==> src/rtl/program_sequencer.sv <==
// program_sequencer: run-control FSM for the fetch stage.
// Holds a table of program start addresses, launches the selected
// program on a level request, lets the PC run until a halt retires,
// then reports completion and the number of RUN cycles.
// Ports:
//   CLK, Reset_n          clock, synchronous active-low reset
//   Req, Prog_Sel         run request (level) and program index
//   Halt, Branch_Req,Zero decode/ALU status, used only in RUN
//   Cfg_We/Idx/Addr       start-address table write port
//   Start, Start_Addr     PC pin/load control to the fetch unit
//   Branch                take-branch to the fetch unit (combinational)
//   Busy, Done, Err       status (Err pulses on a rejected request)
//   Cycles                RUN cycles of the current or last program
module program_sequencer #(
   parameter int NUM_PROG = 3,
   parameter int ADDR_W   = 8,
   parameter int CYC_W    = 16
) (
   input  logic              CLK,
   input  logic              Reset_n,
   input  logic              Req,
   input  logic [1:0]        Prog_Sel,
   input  logic              Halt,
   input  logic              Branch_Req,
   input  logic              Zero,
   input  logic              Cfg_We,
   input  logic [1:0]        Cfg_Idx,
   input  logic [ADDR_W-1:0] Cfg_Addr,
   output logic              Start,
   output logic [ADDR_W-1:0] Start_Addr,
   output logic              Branch,
   output logic              Busy,
   output logic              Done,
   output logic              Err,
   output logic [CYC_W-1:0]  Cycles
);

   typedef enum logic [1:0] {
      S_IDLE,
      S_LOAD,
      S_RUN,
      S_DONE
   } state_t;

   state_t            r_state;
   state_t            w_next;

   logic [ADDR_W-1:0] r_tab [NUM_PROG];
   logic [ADDR_W-1:0] r_start_addr;
   logic [CYC_W-1:0]  r_cycles;
   logic              r_err;

   logic              w_sel_ok;
   logic              w_idx_ok;
   logic              w_accept;
   logic              w_reject;

   assign w_sel_ok = (int'(Prog_Sel) < NUM_PROG);
   assign w_idx_ok = (int'(Cfg_Idx) < NUM_PROG);
   assign w_accept = (r_state == S_IDLE) && Req && w_sel_ok;
   assign w_reject = (r_state == S_IDLE) && Req && !w_sel_ok;

   // State register
   always_ff @(posedge CLK) begin
      if (!Reset_n) begin
         r_state <= S_IDLE;
      end else begin
         r_state <= w_next;
      end
   end

   // Next-state logic
   always_comb begin
      w_next = r_state;
      unique case (r_state)
         S_IDLE: if (w_accept) w_next = S_LOAD;
         S_LOAD: w_next = S_RUN;
         S_RUN:  if (Halt) w_next = S_DONE;
         S_DONE: if (!Req) w_next = S_IDLE;
         default: w_next = S_IDLE;
      endcase
   end

   // Output decode; halt suppresses a same-cycle branch
   always_comb begin
      Start  = (r_state != S_RUN);
      Busy   = (r_state == S_LOAD) || (r_state == S_RUN);
      Done   = (r_state == S_DONE);
      Branch = (r_state == S_RUN) && Branch_Req && Zero && !Halt;
   end

   // Table, launch address, cycle counter and error pulse.
   // The launch reads the pre-write table entry on a collision.
   always_ff @(posedge CLK) begin
      if (!Reset_n) begin
         for (int i = 0; i < NUM_PROG; i++) begin
            r_tab[i] <= '0;
         end
         r_start_addr <= '0;
         r_cycles     <= '0;
         r_err        <= 1'b0;
      end else begin
         r_err <= w_reject;
         if (Cfg_We && w_idx_ok) begin
            r_tab[Cfg_Idx] <= Cfg_Addr;
         end
         if (w_accept) begin
            r_start_addr <= r_tab[Prog_Sel];
            r_cycles     <= '0;
         end else if ((r_state == S_RUN) && (r_cycles != '1)) begin
            r_cycles <= r_cycles + CYC_W'(1);
         end
      end
   end

   assign Start_Addr = r_start_addr;
   assign Cycles     = r_cycles;
   assign Err        = r_err;

endmodule

==> config.mk <==
export PLATFORM = sky130hd
export DESIGN_NAME = program_sequencer
export DESIGN_NICKNAME = d
export VERILOG_FILES = /design/src/rtl/program_sequencer.sv
export SDC_FILE = /design/constraint.sdc
export NUM_CORES = 1
export LEC_CHECK = 0
export CAP_MARGIN = 25
export CELL_PAD_IN_SITES_DETAIL_PLACEMENT = 2
export CELL_PAD_IN_SITES_GLOBAL_PLACEMENT = 2
export CORE_MARGIN = 10
export CORE_UTILIZATION = 33
export CTS_BUF_LIST = sky130_fd_sc_hd__clkbuf_4
export DETAILED_ROUTE_END_ITERATION = 12
export PLACE_DENSITY_LB_ADDON = 0.15
export SLEW_MARGIN = 25
export SYNTH_ARGS = -nofsm -noshare
export SYNTH_HDL_FRONTEND = slang
export SYNTH_SLANG_ARGS = --single-unit
==> constraint.sdc <==
create_clock -name CLK -period 2.5 [get_ports CLK]
set_clock_uncertainty 0.15 [all_clocks]
set_input_delay 0.5 -clock CLK [delete_from_list [all_inputs] [get_ports CLK]]
set_output_delay 0.5 -clock CLK [all_outputs]
set_load 0.02 [all_outputs]
==> qor.yml <==
timing:
  finalCritPeriodShare: 0.9303
  timing.fmax_ghz: 0.4300
  worst_pin_slew_ns: 0.5365
  slew_violations: 0
  hold_viol: 0
  slew-limit-headroom: 0.6386
  finalSetupViolCount: 0
  finalCriticalPeriod_ns: 2.326
  rsz0062_at_grt: "no"
  tns_ns: 0
global_route:
  grt_max_degree: 19
  grt_pass1_vias: 2201
  antenna_found_initial: 0
  grt_usage: 0.1231
  overflow: 0
  grt_pass1_wl_um: 11390
setup_path:
  crit_path_start_kind: "register"
  slowest_delay_ns: 0.40
  cp_num_buf_inv: 4
  path_cells: "inv_1 > ha_1 > buf_4 > inv_1 > clkdlybuf4s15_1"
  critPathRequiredTime_ns: 1.85
  cp_common_cell: "inv_1"
  endpoint_kind: "output pin"
  worstPathArrival_ns: 1.68
  cpLargestDelayFamily: "buffers and inverters"
  crit_path_top_delay_cell: "dfxtp_1"
  crit_type: "register to output pin"
  cp_max_fo: 8
final_layout:
  utilization: 0.4382
  final_layout_size_suffix_gt1_frac: 0.08224
  mostFrequentLayoutCells: "clkdlybuf4s50_1, dfxtp_1, and2_1"
  area_delta_synth_final_pct: 30.41
  multi_input_area_um2: 1102
  diodes: 0
  final_common_cell: "clkdlybuf4s50_1"
  fill_cells: 787
  nNetsFinal: 327
  register_area_um2: 1261
  instances_no_fill: 403
place:
  place_inst: 395
  gp_congestion: 0.7111
  port_buffers: 47
  hpwl_um: 5311
clock_tree:
  postCtsHoldBufs: 0
  cts_root_buffer: "clkbuf_4"
  clockBufferDepth: 2
  clk_pin_slew_ns: 0.16
  numCtsBuffers: 5
  cts_tree: "done"
  clkSinkCount: 51
  clk_latency_ns: 0.38
  htree_levels: 2
power:
  p_total_mw: 1.888
  combPwrFrac: 0.263
  swShare: 0.3264
  pwr-share-clk: 0.221
  sequentialPowerShare: 0.516
  intPower_mw: 1.272
  p_leak_nw: 1.121
  powerDensity_nw_per_um2: 600.5
  ir_drop_v: 0.0003372
  p_sw_mw: 0.6164
synthesis:
  synth_area_um2: 2411
  async_reset_ff_frac: 0
  ys.flop_type: "dfxtp_1"
  syn_avg_cell_area_um2: 9.963
  ys_warn_count: 0
  postSynthCellCount: 242
  yosysUniqueCellTypes: 38
  ys_seq_elements: 51
  ys_seq_area_frac: 0.5231
  syn-num-nets: 266
  synth_edf_count: 24
floorplanning:
  die-area_um2: 11130
  die_w_um: 105.5
  start_util: 0.3360
  num_rows: 31
  placeableCoreArea_um2: 7176
  die_h_um: 105.5
  pin_count: 48
detailed_routing:
  wl_per_cell_um: 16.39
  routed_via_density: 5.012
  wirelength_um: 6604
  drt_iter0_markers: 40
  vias: 2020
  drc: 0
  ant_nets: 0
  firstDrtPassIters: 4
flow_run:
  drv_cap: 0
outcome:
  status: "completed"
min_path:
  hp-class: "register to register"
[path summary, 6_finish.rpt]
check                                   start  cells after the start  slack [ns]            end
worst max-delay path               r_state[0]                      5        0.17          Start
worst min-delay path            Start_Addr[0]                      2        0.32  Start_Addr[0]
worst max register to register     r_state[0]                      7        0.28      Cycles[9]
worst min register to register  Start_Addr[0]                      2        0.32  Start_Addr[0]
[worst min-delay path, stage by stage (launching register included)]
cell     delay, ns
dfxtp_1       0.34
nand2_1       0.05
a21oi_1       0.05
[cell usage after synthesis, types with 4 or more instances]
master,n,share of area
nand2b_1,4,0.010
nand3_1,5,0.010
nand4_1,6,0.016
ha_1,5,0.026
nor3_1,5,0.010
and2_1,26,0.067
nor2_1,12,0.019
o21ai_0,17,0.035
a21oi_1,23,0.048
dfxtp_1,27,0.22
nand2_1,21,0.033
clkbuf_1,4,0.0062
edfxtp_1,24,0.30
or3_1,8,0.021
mux2i_1,10,0.042
and2_0,8,0.021
inv_1,6,0.0093
[stage by stage]
step	cell area, um^2	hold slack (ns)	setup slack (ns)
finish	3144	0.3186	0.1742
global route	3144	0.3386	0.01384
CTS	3139	0.3270	0.05375
detailed placement	3078	0.3068	0.02450
global placement	3078	0.2953	0.05766
floorplan	2411	0.3557	0.3993
[final cells by class]
class                           count  area share
Timing Repair Buffer               60      0.1815
Tap cell                           99     0.03940
Clock buffer                        5     0.01194
Sequential cell                    51      0.4011
Inverter                            6    0.007163
Multi-Input combinational cell    179      0.3506
Clock inverter                      3    0.008357
[layer usage]
| metal | wire length, um | share of wire | vias up | track usage |
|---|---|---|---|---|
| met5 | 0 | 0 | - | 0 |
| met4 | 83 | 0.013 | 0 | 0.03824 |
| met3 | 286 | 0.043 | 6 | 0.02862 |
| met2 | 3223 | 0.49 | 37 | 0.2067 |
| met1 | 3010 | 0.46 | 980 | 0.1527 |
| li1 | - | - | 997 | - |
[logic make-up (layout without fill, tap and decap cells)]
family                   Yosys count  in the layout  share of synthesized area
adder cells (fa/ha/maj)            5              5                    0.02595
flip-flops                        51             51                     0.5231
buffers and inverters             12             74                    0.01972
AO/OA/AOI/OAI                     49             49                     0.1131
multiplexers                      10             10                    0.04152
AND/OR/NAND/NOR                  115            115                     0.2766
[power by group through the flow]
stage,Clock (mW),Sequential (mW),Combinational (mW)
after floorplan,0,1.01,0.256
after global placement,0,0.991,0.491
after detailed placement,0,0.995,0.508
after CTS,0.435,0.976,0.506
after global routing,0.477,0.984,0.565
final,0.417,0.974,0.496
[state kept, by name, indices dropped and copies added, names as in the netlist]
register and flops:
r_state 2, Err 1, Start_Addr 8, r_tab 24
Cycles 16
[repair_timing]
item	CTS	global route
resized for setup	2	3
setup buffers	0	0
endpoints found under the setup margin	2	3
(Power assumes the default switching activity.)
